### src/rtl/inst_fetch.sv
// Instruction fetch unit: owns the PC, addresses the instruction ROM and presents one
// registered instruction to decode. Optional range check: INST_FETCH_FAULT_CHK_EN.
module inst_fetch #(
    parameter logic [31:0] RESET_PC  = 32'h0000_0000,
    parameter int          ROM_WORDS = 32
) (
    input  logic        Clk,
    input  logic        Clrn,
    output logic [31:0] Addr,
    input  logic [31:0] Inst,
    input  logic        Redirect,
    input  logic [31:0] Target,
    input  logic        Out_Ready,
    output logic        Out_Valid,
    output logic [31:0] Out_Inst,
    output logic [31:0] Out_PC,
    output logic [31:0] Out_PC4,
    output logic [15:0] Fetch_Cnt,
    output logic        Fault
);

    typedef enum logic [1:0] {
        BOOT  = 2'd0,
        FETCH = 2'd1,
        HOLD  = 2'd2,
        FAULT = 2'd3
    } state_t;

    state_t      state_r, state_s;
    logic [31:0] pc_r, pc_s;
    logic        out_valid_r, out_valid_s;
    logic [31:0] out_inst_r, out_inst_s;
    logic [31:0] out_pc_r, out_pc_s;
    logic [31:0] out_pc4_r, out_pc4_s;
    logic [15:0] fetch_cnt_r, fetch_cnt_s;
    logic        handshake_s;
    logic        capture_s;
    logic        fault_hit_s;

`ifdef INST_FETCH_FAULT_CHK_EN
    localparam logic [31:0] ROM_BYTES = 32'(4 * ROM_WORDS);

    logic fault_r, fault_s;
    logic target_ok_s;

    assign fault_hit_s = (pc_r >= ROM_BYTES);
    assign target_ok_s = ({Target[31:2], 2'b00} < ROM_BYTES);
    assign Fault       = fault_r;

    // Fault flag: set by an out-of-range capture attempt, cleared by an in-range redirect.
    always_comb begin
        fault_s = fault_r;
        if (Redirect) begin
            if (target_ok_s) begin
                fault_s = 1'b0;
            end else begin
                fault_s = fault_r;
            end
        end else if (capture_s && fault_hit_s) begin
            fault_s = 1'b1;
        end else begin
            fault_s = fault_r;
        end
    end

    // Fault flag register.
    always_ff @(posedge Clk or negedge Clrn) begin
        if (!Clrn) begin
            fault_r <= 1'b0;
        end else begin
            fault_r <= fault_s;
        end
    end
`else
    assign fault_hit_s = 1'b0;
    assign Fault       = 1'b0;
`endif

    assign handshake_s = out_valid_r & Out_Ready;
    // HOLD only ever has Out_Valid set, so this also covers the back-to-back release.
    assign capture_s   = ((state_r == FETCH) || (state_r == HOLD)) && (!out_valid_r || Out_Ready);

    // Next-state, PC and output-register logic; redirect outranks capture and stall.
    always_comb begin
        state_s     = state_r;
        pc_s        = pc_r;
        out_valid_s = out_valid_r;
        out_inst_s  = out_inst_r;
        out_pc_s    = out_pc_r;
        out_pc4_s   = out_pc4_r;
        fetch_cnt_s = handshake_s ? (fetch_cnt_r + 16'd1) : fetch_cnt_r;
        if (Redirect) begin
            pc_s        = {Target[31:2], 2'b00};
            out_valid_s = 1'b0;
            state_s     = FETCH;
        end else if (capture_s && fault_hit_s) begin
            out_valid_s = 1'b0;
            state_s     = FAULT;
        end else if (capture_s) begin
            out_inst_s  = Inst;
            out_pc_s    = pc_r;
            out_pc4_s   = pc_r + 32'd4;
            out_valid_s = 1'b1;
            pc_s        = pc_r + 32'd4;
            state_s     = FETCH;
        end else begin
            case (state_r)
                BOOT:        state_s = FETCH;
                FETCH, HOLD: state_s = HOLD;
                FAULT:       state_s = FAULT;
                default:     state_s = BOOT;
            endcase
        end
    end

    // State, PC and output registers.
    always_ff @(posedge Clk or negedge Clrn) begin
        if (!Clrn) begin
            state_r     <= BOOT;
            pc_r        <= {RESET_PC[31:2], 2'b00};
            out_valid_r <= 1'b0;
            out_inst_r  <= 32'd0;
            out_pc_r    <= 32'd0;
            out_pc4_r   <= 32'd4;
            fetch_cnt_r <= 16'd0;
        end else begin
            state_r     <= state_s;
            pc_r        <= pc_s;
            out_valid_r <= out_valid_s;
            out_inst_r  <= out_inst_s;
            out_pc_r    <= out_pc_s;
            out_pc4_r   <= out_pc4_s;
            fetch_cnt_r <= fetch_cnt_s;
        end
    end

    assign Addr      = pc_r;
    assign Out_Valid = out_valid_r;
    assign Out_Inst  = out_inst_r;
    assign Out_PC    = out_pc_r;
    assign Out_PC4   = out_pc4_r;
    assign Fetch_Cnt = fetch_cnt_r;

endmodule

### config.mk
export PLATFORM = sky130hd
export DESIGN_NAME = inst_fetch
export DESIGN_NICKNAME = d
export VERILOG_FILES = /design/src/rtl/inst_fetch.sv
export SDC_FILE = /design/constraint.sdc
export NUM_CORES = 1
export LEC_CHECK = 0
export CAP_MARGIN = 20
export CORE_ASPECT_RATIO = 0.9
export CORE_UTILIZATION = 41
export CTS_BUF_LIST = sky130_fd_sc_hd__clkbuf_2 sky130_fd_sc_hd__clkbuf_4 sky130_fd_sc_hd__clkbuf_8
export DETAILED_ROUTE_END_ITERATION = 6
export GPL_ROUTABILITY_DRIVEN = 1
export PLACE_DENSITY = 0.8
export REMOVE_ABC_BUFFERS = 1
export SYNTH_ARGS = -nofsm -noshare
export SYNTH_HDL_FRONTEND = slang
export SYNTH_SLANG_ARGS = --single-unit
### constraint.sdc
create_clock -name Clk -period 4.52 [get_ports Clk]
set_input_delay 0.452 -clock Clk [delete_from_list [all_inputs] [get_ports Clk]]
set_output_delay 0.452 -clock Clk [all_outputs]
set_load 0.02 [all_outputs]
== Word-level counts from Yosys, hierarchy flattened ==
Index checks and enable logic that the tools add are counted.

* Flip-flop bits (word level): 147
* Input port bits: 68
* Output and inout port bits: 146
* Word-level logic and storage cells: 29

* Add/sub/neg operators: 2
* Eq/ne operators: 3
* Muxes and demuxes: 7
* Bitwise logic cells: 2
* Reductions and logical operators: 8

{| class="wikitable"
|+ Operator list
! kind !! number
|-
| $mux 32 || 2
|-
| $add 32x3->32 const B || 1
|-
| $add 16x1->16 const B || 1
|-
| $pmux 2 s3 || 1
|-
| $eq 2x2->1 const B || 2
|-
| $mux 2 || 2
|-
| $eq 2x1->1 const B || 1
|-
| $logic_not 2->1 || 1
|-
| $logic_or 1x1->1 || 2
|-
| $mux 1 || 2
|-
| $reduce_and 2->1 || 1
|-
| $reduce_bool 2->1 || 1
|-
| $reduce_or 2->1 || 1
|-
| $and 1x1->1 || 1
|-
| $logic_and 1x1->1 || 1
|-
| $logic_not 1->1 || 1
|-
| $not 1->1 || 1
|}

== Logic depth before layout (Yosys ltp) ==
Gate-level depths: netlist (run 1).

* Word-level depth: 5
* Mapped depth: 9
* Depth with buffers taken out: 7

== Worst setup path after synthesis (run 1) ==
Ideal clock, no wire load.

* Path kind: register to register
* Start: reg pc_r[2], in the netlist Addr[2]
* End: reg pc_r[16], in the netlist Addr[16]
* Setup time: 0.129 ns
* Data arrival time: 1.997 ns
* Required time: 4.391 ns
* Setup slack: 2.393 ns
* Cell stages (with the launch flop): 8
* Buffers on the path: 1
* Period minus slack after synthesis: 2.127 ns
* Path through: dfrtp_1 -> ha_1 -> nand3_4 -> or4b_4 -> buf_6 -> nor3_1 -> xnor2_1 -> o21ai_1

* Word-level cells in the longest chain between the ends: 3

{| class="wikitable"
|+ Ends and longest elaborated chain
! what !! line !! source
|-
| start: declaration || 30 || <nowiki>logic [31:0] pc_r, pc_s;</nowiki>
|-
| start signal: assignment || 120 || <nowiki>pc_r <= {RESET_PC[31:2], 2'b00};</nowiki>
|-
| start signal: assignment || 128 || <nowiki>pc_r <= pc_s;</nowiki>
|-
| $add 32x3->32 || 104 || <nowiki>pc_s = pc_r + 32'd4;</nowiki>
|-
| $mux 32 || 99 || <nowiki>end else if (capture_s) begin</nowiki>
|-
| $mux 32 || 92 || <nowiki>if (Redirect) begin</nowiki>
|}

Every way passes these cells. The select of a mux whose other input is x is not followed.
A chain may end at the register's enable or synchronous reset.

== Worst setup path after layout (run 1) ==
* Start: reg pc_r[4], in the netlist Addr[4]
* End: reg out_pc4_r[29], in the netlist Out_PC4[29]

* Word-level cells in the longest chain between the ends: 1

{| class="wikitable"
|+ Ends and longest elaborated chain
! what !! line !! source
|-
| $add 32x3->32 || 102 || <nowiki>out_pc4_s = pc_r + 32'd4;</nowiki>
|-
| end signal: assignment || 132 || <nowiki>out_pc4_r <= out_pc4_s;</nowiki>
|-
| end: declaration || 34 || <nowiki>logic [31:0] out_pc4_r, out_pc4_s;</nowiki>
|}

Every way passes these cells.

==> flow_summary_export.csv, run 1 <==
group,metric,value,unit
synth,async_flop_share,1.00,
clocking,clockBufferDepth,2,
clocking,cts.sinks,141,
global_routing,use_met1,0.275,
global_routing,grt_pass1_vias,5215,
global_routing,grt-ovfl-total,0,
timing,fin_ws,2.28,ns
setup_path,path_cells,"and4_2 -> and2_1 -> nand3_1 -> xor2_1 -> o21ai_0",
drt,drtAntennaViolNets,0,
synth,yosys.area_share.simple,0.255,
global_routing,grt_start_max_net_pins,111,
timing,rsz0062_at_grt,"no",
setup_path,worstPathRequired,4.86,ns
synth,yosysMostFrequentCell,"nand2_1",
timing,period_needed,2.24,ns
clocking,path_clk_slew,0.08,ns
timing,max_freq,446,MHz
timing,fin_setup_tns,0,ns
setup_path,critPathMaxStageDelay,0.75,ns
placed_design,dpl_cell_area,8580,um2
timing,worst_pin_slew,0.915,ns
die,ios,214,
drt,post_drt_wl_per_cell,14.9,um
layout,final_nets,959,
timing,finalSetupViolations,0,
synth,synth_top_family_by_area,"simple AND/OR/NAND/NOR gates",
drt,vias,5321,
synth,synth_top_area_frac,0.540,
synth,synth_adder_area_share,0.00578,
global_routing,busiest_layer,"met2",
die,rows,43,
synth,syn_inst,705,
power_and_ir_drop,clkPwrFrac,0.264,
synth,synthTopCellsByArea,"dfrtp_1 (54%), nand2_1 (16%), xor2_1 (5.1%)",
status,outcome,"completed",
timing,relSlewSlack,0.390,
drt,drt-initial-drc-count,209,
synth,yosysTopAreaCell,"dfrtp_1",
global_routing,met2_usage,0.340,
die,die_h,121,um
power_and_ir_drop,power_switching_share,0.339,
global_routing,grt_use_total,0.211,
synth,synth_xor_area_frac,0.0972,
placed_design,dpl.hpwl,11100,um
die,die-area,16300,um2
layout,antenna_cells,0,
global_routing,grt_pass1_wl,26600,um
clocking,clk_root_buffer_cell,"clkbuf_8",
synth,ys.flop_type,"dfrtp_1",
setup_path,path_delay_family,"simple AND/OR/NAND/NOR gates",
timing,period_share,0.496,
power_and_ir_drop,irDropWorstVdd,250,uV
synth,synth_area,6490,um2
synth,yosysSeqAreaShare,0.544,
clocking,cts_tree,"built",
synth,syn_area_per_cell,9.20,um2
timing,maxSlewViolCount,0,
layout,fill_cells,1355,
power_and_ir_drop,pwr-share-comb,0.326,
power_and_ir_drop,p_int,2780,uW
flow_run,maxCapViolations,0,
power_and_ir_drop,cellPowerDensity,465,nW/um2
global_routing,use_met3,0.0556,
die,core_area,15400,um2
synth,synth-edff-count,0,
setup_path,critPathBufInv,0,
setup_path,cp-start-kind,"register",
synth,synth_compound_area_frac,0.0463,
drt,via_per_inst,4.82,
layout,area_growth,39.6,%
timing,fin_skew,0.0125,ns
setup_path,crit_fanout,20,
clocking,htree_levels,4,
setup_path,cp-end-kind,"register",
power_and_ir_drop,leakage,0.00399,uW
setup_path,criticalPathCategory,"reg2reg",
placed_design,io_buffers,204,
setup_path,worstPathArrival,2.58,ns
layout,drive_gt1_frac,0.0644,
drt,post-route-drc-count,0,
synth,synth_common_cells,"nand2_1 (269), dfrtp_1 (140), o21ai_0 (55), xor2_1 (38), xnor2_1 (34)",
die,die_w,135,um
layout,final_cell_area,9060,um2
power_and_ir_drop,power.net_switching,1430,uW
hold_path,hp-class,"in2async",
drt,firstDrtPassIters,4,
setup_path,slowest_stage,"and2_1",
timing,final_hold_viol_count,0,
clocking,clk_latency,0.44,ns
placed_design,place_ws,1.85,ns
synth,synthMuxAreaShare,0.00328,
die,start_util,0.420,
timing,whs,0.478,ns
synth,ys_types,39,
placed_design,gp_congestion,0.765,
drt,finalWirelength,16400,um
clocking,cts_buffers,17,
global_routing,antenna_found_initial,0,
synth,yosysWarnings,0,
power_and_ir_drop,p_seq_frac,0.411,
synth,ys_ff_latch,141,
worst reg2reg max path: cells and delay by family, from the launching register on:
kind	cells	cell delay [ns]
compound gates	1	0.17
xor+xnor	1	0.19
flops	1	0.51
simple gates	3	1.28
state kept, by name (all words and copies together) (netlist names):
signal	flops
Out_Inst	32
Addr	30
Out_PC4	30
Out_PC	30
Fetch_Cnt	16
state_r	2
Out_Valid	1
path summary, 6_finish.rpt:
| path | start | to | slack, ns | depth (start not counted) |
|---|---|---|---|---|
| worst min register to register | Out_Inst[24]$_DFFE_PN0P_ | Out_Inst[24]$_DFFE_PN0P_ | 0.48 | 2 |
| max in group asynchronous | Clrn | Out_PC4[18]$_DFFE_PN0P_ | 2.88 | 4 |
| worst max-delay path | Addr[4]$_DFFE_PN0P_ | Out_PC4[29]$_DFFE_PN0P_ | 2.28 | 5 |
| min in group Clk | Out_Inst[24]$_DFFE_PN0P_ | Out_Inst[24]$_DFFE_PN0P_ | 0.48 | 2 |
| worst max register to register | Addr[4]$_DFFE_PN0P_ | Out_PC4[29]$_DFFE_PN0P_ | 2.28 | 5 |
| worst min-delay path | Clrn | Out_PC[4]$_DFFE_PN0P_ | 0.48 | 2 |
logic make-up after synthesis:
logic type	count (synthesis)
AND/OR/NAND/NOR	368
multiplexers	2
AO/OA/AOI/OAI	60
adder cells (fa/ha/maj)	3
XOR/XNOR	72
flip-flops	141
buffers and inverters	58
other	1
what timing repair did:
item / 4_1_cts / 5_1_grt
hold buffers: 0 / 1
hold endpoints to repair: 0 / 35
buffers inserted: 0 / 0
resized for setup: 0 / 0
layout by cell type, fill, tap and decap left out, drive strengths merged, types with 3 or more instances in the layout:
cell type      Yosys  routed
nand2            269     269
clkdlybuf4s50      0     202
dfrtp            140     140
o21ai             60      60
xor2              38      38
xnor2             34      34
nand3             23      23
nand4             23      23
clkbuf            34      18
nor2              12      12
buf               19       9
nor4               8       8
and2               7       7
and3               7       7
conb               1       7
nor3               7       7
inv                4       6
clkinv             0       6
and4               5       5
bufinv             0       4
ha                 3       3
metrics by stage:
stage	power [uW]	std cells	utilization
global placement	3100	1069	0.556
global route	4450	1103	0.587
CTS	4260	1101	0.584
finish	4210	1103	0.587
detailed placement	3140	1069	0.556
floorplan	2380	657	-
cell type report:
| type | instances | area (um2) | share of cell area |
|---|---|---|---|
| Timing Repair Buffer | 212 | 2130 | 0.236 |
| Sequential cell | 141 | 3530 | 0.390 |
| Clock buffer | 18 | 248 | 0.0274 |
| Multi-Input combinational cell | 512 | 2690 | 0.297 |
| Inverter | 4 | 15.0 | 0.00166 |
| Clock inverter | 14 | 190 | 0.0210 |
| Tap cell | 202 | 253 | 0.0279 |
power by group through the flow:
stage	Clock [uW]	Sequential [uW]	Combinational, uW
6_report	1110	1730	1370
5_1_grt	1200	1770	1480
4_1_cts	1140	1730	1390
3_5_place_dp	0	1750	1380
3_3_place_gp	0	1740	1360
2_1_floorplan	0	2050	328
layer usage:
layer	up-vias	wire length [um]	share of wire
li1	2628	-	-
met1	2513	7600	0.46
met2	158	7680	0.47
met3	22	867	0.053
met4	0	292	0.018
met5	-	0	0
Note: power is estimated with default switching activity, not from simulation.
==> run 2: changes to the inputs <==
clock period = 2.27 ns   (was 4.52 ns; I/O delays follow)
==> run 2 against run 1 <==
Via count grew 0.71%. Sequential power increased by 97%. Combinational power is 110% higher. Routed wire length down 0.90%. Maximum frequency up 14%. Global-route usage rose by 0.098 points. Highest routed layer unchanged.
==> flow_summary_export.csv, run 2 (synthesized netlist as in run 1, its figures left out) <==
group,metric,value,unit
drt,post-route-drc-count,0,
layout,seq_area,3530,um2
timing,worst_pin_slew,0.524,ns
power_and_ir_drop,irDropWorstVdd,581,uV
layout,final_common_cell,"nand2_1",
clocking,cts_tree,"built",
setup_path,criticalPathCategory,"reg2reg",
clocking,clockBufferDepth,2,
status,outcome,"completed",
clocking,ctsResizeCount,0,
global_routing,grt_pass1_wl,26900,um
timing,fin_skew,0.0143,ns
setup_path,worstPathArrival,2.28,ns
layout,final_cell_mix,"nand2_1 (269), clkdlybuf4s50_1 (202), dfrtp_1 (140)",
setup_path,path_cells,"nand4_2 -> or4b_4 -> nor4_2 -> xnor2_1 -> o21ai_1",
drt,via_per_inst,4.78,
drt,firstDrtPassIters,5,
timing,max_freq,509,MHz
layout,largest_reg_flops,32,
timing,period_share,0.866,
timing,maxSlewViolCount,0,
clocking,clk_root_buffer_cell,"clkbuf_8",
setup_path,cp-end-kind,"register",
die,die_w,135,um
global_routing,antenna_found_initial,0,
setup_path,crit_fanout,9,
drt,post_drt_wl_per_cell,14.5,um
drt,drtAntennaViolNets,0,
setup_path,slowest_stage,"or4b_4",
drt,drt-initial-drc-count,231,
setup_path,cp-start-kind,"register",
die,start_util,0.420,
layout,area_growth,42.3,%
global_routing,grt_use_total,0.212,
timing,period_needed,1.97,ns
timing,relSlewSlack,0.650,
layout,fill_cells,1338,
hold_path,hp-class,"in2reg",
die,die_h,121,um
timing,final_hold_viol_count,0,
clocking,htree_levels,4,
power_and_ir_drop,leakage,0.00410,uW
clocking,clk_latency,0.44,ns
placed_design,dpl.hpwl,11600,um
global_routing,grt_pass1_vias,5248,
power_and_ir_drop,fin_total_pwr,8520,uW
timing,fin_ws,0.305,ns
placed_design,io_buffers,204,
layout,final_nets,976,
clocking,cts_buffers,17,
clocking,path_clk_slew,0.08,ns
die,rows,43,
die,die-area,16300,um2
drt,finalWirelength,16300,um
layout,antenna_cells,0,
die,ios,214,
timing,rsz0062_at_grt,"no",
clocking,cts.sinks,141,
drt,vias,5359,
placed_design,place_ws,0.151,ns
global_routing,grt-ovfl-total,0,
setup_path,worstPathRequired,2.59,ns
power_and_ir_drop,cellPowerDensity,922,nW/um2
timing,finalSetupViolations,0,
global_routing,grt_start_max_net_pins,56,
die,core_area,15400,um2
layout,drive_gt1_frac,0.0817,
setup_path,critPathMaxStageDelay,0.62,ns
flow_run,maxCapViolations,0,
placed_design,gp_congestion,0.794,
layout,multi_input_area,2690,um2
run 2: layout make-up:
type | count | share of cell area
Sequential cell | 141 | 0.382
Multi-Input combinational cell | 512 | 0.291
Timing Repair Buffer | 229 | 0.248
Clock buffer | 26 | 0.0354
Tap cell | 202 | 0.0274
Clock inverter | 6 | 0.0141
Inverter | 4 | 0.00163
run 2: final timing paths:
path	end	slack, ns	from	cells past startpoint
setup reg to reg	Addr[30]$_DFFE_PN0P_	0.30	Addr[6]$_DFFE_PN0P_	5
hold / removal	Addr[8]$_DFFE_PN0P_	0.17	Redirect	3
max in group asynchronous	Addr[31]$_DFFE_PN0P_	1.25	Clrn	3
min in group asynchronous	Out_PC4[4]$_DFFE_PN0P_	0.34	Clrn	2
hold reg to reg	Out_Inst[10]$_DFFE_PN0P_	0.47	Out_Inst[10]$_DFFE_PN0P_	2
setup / recovery	Addr[30]$_DFFE_PN0P_	0.30	Addr[6]$_DFFE_PN0P_	5
run 2: through the flow:
step                cell area, um2  hold WS [ns]  TNS (ns)  cells  utilization
global route                  9230         0.157         0   1120        0.598
global placement              8770         0.226         0   1087        0.568
finish                        9230         0.173         0   1120        0.598
CTS                           9230         0.147         0   1120        0.598
detailed placement            8770         0.229         0   1087        0.568
floorplan                     6220       -0.0686    -93.48    657            -
run 2: critical path: cells and delay by family (launching register included):
family / cells / cell delay (ns)
xor+xnor: 1 / 0.16
simple gates: 3 / 1.06
flops: 1 / 0.55
compound gates: 1 / 0.07
run 2: repair_timing:
| item | in CTS | in global routing |
|---|---|---|
| hold buffers | 1 | 0 |
| buffers inserted | 0 | 0 |
| hold endpoints to repair | 51 | 0 |
| setup endpoints to repair | 0 | 0 |
run 2: per-layer routing:
metal	vias up	global-route usage	wire (um)
li1	2658	-	-
met1	2515	0.279	7430
met2	164	0.338	7590
met3	22	0.0556	990
met4	0	0.0772	273
met5	-	0	0
run 2: power by group:
part | switching (uW) | internal (uW) | leakage, uW | total [uW]
registers | 381 | 3030 | 0.00176 | 3410
clock network | 909 | 1380 | 0.000238 | 2280
logic | 1490 | 1330 | 0.00210 | 2820
total | 2780 | 5740 | 0.00410 | 8520
==> run 3: changes to the inputs <==
CORE_MARGIN = 2   (was unset)
MAX_ROUTING_LAYER = met4   (was unset)
==> run 3 against run 2 <==
Non-clock buffer count rose by 1. Sequential cell count is the same. Via count up 2.3%. First-iteration DRC count increased by 8.7%. Sequential share of layout area rose by 0.18 points. Global-route usage increased by 0.16 points. Combinational power barely moved. Maximum frequency decreased by 3.3%. Critical endpoint is now Out_PC4[30]$_DFFE_PN0P_. Largest cell class unchanged.
==> flow_summary_export.csv, run 3 (synthesized netlist as in run 1, its figures left out) <==
group,metric,value,unit
status,outcome,"completed",
global_routing,grt_pass1_wl,27000,um
setup_path,criticalPathCategory,"reg2reg",
timing,period_share,0.895,
die,die_h,123,um
layout,largest_reg_flops,32,
timing,rsz0062_at_grt,"no",
layout,final_common_cell,"nand2_1",
global_routing,grt_use_total,0.214,
timing,period_needed,2.03,ns
setup_path,worstPathArrival,2.39,ns
power_and_ir_drop,power_switching_share,0.340,
drt,vias,5483,
clocking,clk_root_buffer_cell,"clkbuf_8",
power_and_ir_drop,p_int,5520,uW
layout,final_nets,977,
power_and_ir_drop,irDropWorstVdd,499,uV
power_and_ir_drop,power.net_switching,2840,uW
power_and_ir_drop,pwr-share-comb,0.338,
clocking,htree_levels,4,
setup_path,worstPathRequired,2.63,ns
clocking,cts_tree,"built",
clocking,post_cts_buffers,0,
setup_path,crit_fanout,10,
die,die-area,16800,um2
die,ios,214,
drt,drtAntennaViolNets,0,
clocking,clockBufferDepth,2,
drt,finalWirelength,17300,um
clocking,cts_buffers,17,
timing,whs,0.178,ns
placed_design,dpl_cell_area,8760,um2
flow_run,maxCapViolations,0,
global_routing,use_met1,0.275,
setup_path,cp-start-kind,"register",
layout,final_cell_mix,"nand2_1 (269), clkdlybuf4s50_1 (202), dfrtp_1 (140)",
global_routing,grt_pass1_vias,5350,
hold_path,hp-class,"in2reg",
placed_design,io_buffers,204,
layout,drive_gt1_frac,0.0827,
power_and_ir_drop,leakage,0.00408,uW
placed_design,gp_congestion,0.776,
timing,maxSlewViolCount,0,
setup_path,path_cells,"ha_1 -> nand3_4 -> buf_4 -> nor3_4 -> nand4_1 -> xor2_1 -> o21ai_0",
setup_path,slowest_stage,"dfrtp_1",
setup_path,cp-end-kind,"register",
global_routing,busiest_layer,"met2",
setup_path,path_delay_family,"simple AND/OR/NAND/NOR gates",
global_routing,grt-ovfl-total,0,
timing,fin_skew,0.0115,ns
global_routing,grt_start_max_net_pins,66,
drt,post_drt_wl_per_cell,15.4,um
timing,max_freq,492,MHz
layout,area_growth,41.6,%
die,start_util,0.420,
setup_path,critPathMaxStageDelay,0.43,ns
timing,worst_pin_slew,0.613,ns
global_routing,met2_usage,0.330,
clocking,path_clk_slew,0.08,ns
drt,drt-initial-drc-count,251,
die,rows,43,
setup_path,critPathBufInv,1,
clocking,clk_latency,0.45,ns
drt,post-route-drc-count,0,
layout,final_cell_area,9190,um2
timing,fin_ws,0.238,ns
drt,via_per_inst,4.89,
power_and_ir_drop,clkPwrFrac,0.253,
clocking,cts.sinks,141,
power_and_ir_drop,p_seq_frac,0.409,
global_routing,use_met3,0.0619,
drt,firstDrtPassIters,5,
global_routing,antenna_found_initial,1,
timing,fin_setup_tns,0,ns
placed_design,dpl.hpwl,12100,um
die,die_w,137,um
timing,final_hold_viol_count,0,
timing,relSlewSlack,0.591,
die,core_area,15400,um2
timing,finalSetupViolations,0,
power_and_ir_drop,cellPowerDensity,910,nW/um2
placed_design,place_ws,0.170,ns
run 3: cell count changes in the layout (fill, tap and decap cells not counted):
cell	previous run	this run
clkinv_2	2	5
bufinv_16	4	3
buf_4	19	21
buf_12	5	4
diode_2	0	1
clkinv_4	0	1
inv_6	0	1
clkbuf_4	5	2
clkbuf_8	21	19
clkinvlp_4	0	1
run 3: stage by stage:
step / power (uW) / cells / util
6_report: 8370 / 1122 / 0.595
5_1_grt: 8830 / 1122 / 0.595
4_1_cts: 8460 / 1121 / 0.595
3_5_place_dp: 6320 / 1088 / 0.567
3_3_place_gp: 6250 / 1088 / 0.567
2_1_floorplan: 4730 / 657 / -
run 3: layer usage:
layer,routed length (um),part of all wire,vias up
li1,-,-,2658
met1,7810,0.45,2629
met5,0,0,-
met2,8020,0.46,176
met4,250,0.014,0
met3,1170,0.068,20
run 3: path summary, 6_finish.rpt:
path                                                 from                        end  slack (ns)  depth (start not counted)
worst max-delay path                  Addr[3]$_DFFE_PN0P_    Out_PC4[30]$_DFFE_PN0P_        0.24                          7
worst max register to register        Addr[3]$_DFFE_PN0P_    Out_PC4[30]$_DFFE_PN0P_        0.24                          7
max in group asynchronous                            Clrn     Out_PC[10]$_DFFE_PN0P_        1.20                          3
min in group asynchronous                            Clrn      Out_PC[3]$_DFFE_PN0P_        0.35                          2
worst min-delay path                             Redirect      Out_Valid$_DFFE_PN0P_        0.18                          2
worst min register to register  Fetch_Cnt[15]$_DFFE_PN0P_  Fetch_Cnt[15]$_DFFE_PN0P_        0.47                          1
run 3: area by class of cell:
type	count	area, um2
Antenna cell	1	2.50
Clock buffer	21	277
Clock inverter	11	140
Fill cell	1335	6250
Inverter	4	15.0
Multi-Input combinational cell	512	2690
Sequential cell	141	3530
Tap cell	202	253
Timing Repair Buffer	230	2290
run 3: repair_timing:
item                      CTS  global route
hold buffers                1             0
resized for setup           0             0
hold endpoints to repair   61             0
run 3: power by group through the flow:
stage | logic (uW) | registers, uW | clock network [uW]
after floorplan | 654 | 4080 | 0
after global placement | 2810 | 3440 | 0
after detailed placement | 2850 | 3470 | 0
after CTS | 2860 | 3420 | 2180
after global routing | 3050 | 3490 | 2290
final | 2830 | 3420 | 2120
run 3: worst register-to-register path, cell delays in order (launching register included):
cell and delay [ns]:
dfrtp_1 0.43, ha_1 0.28, nand3_4 0.09, buf_4 0.19, nor3_4 0.43, nand4_1 0.21
xor2_1 0.18, o21ai_0 0.14
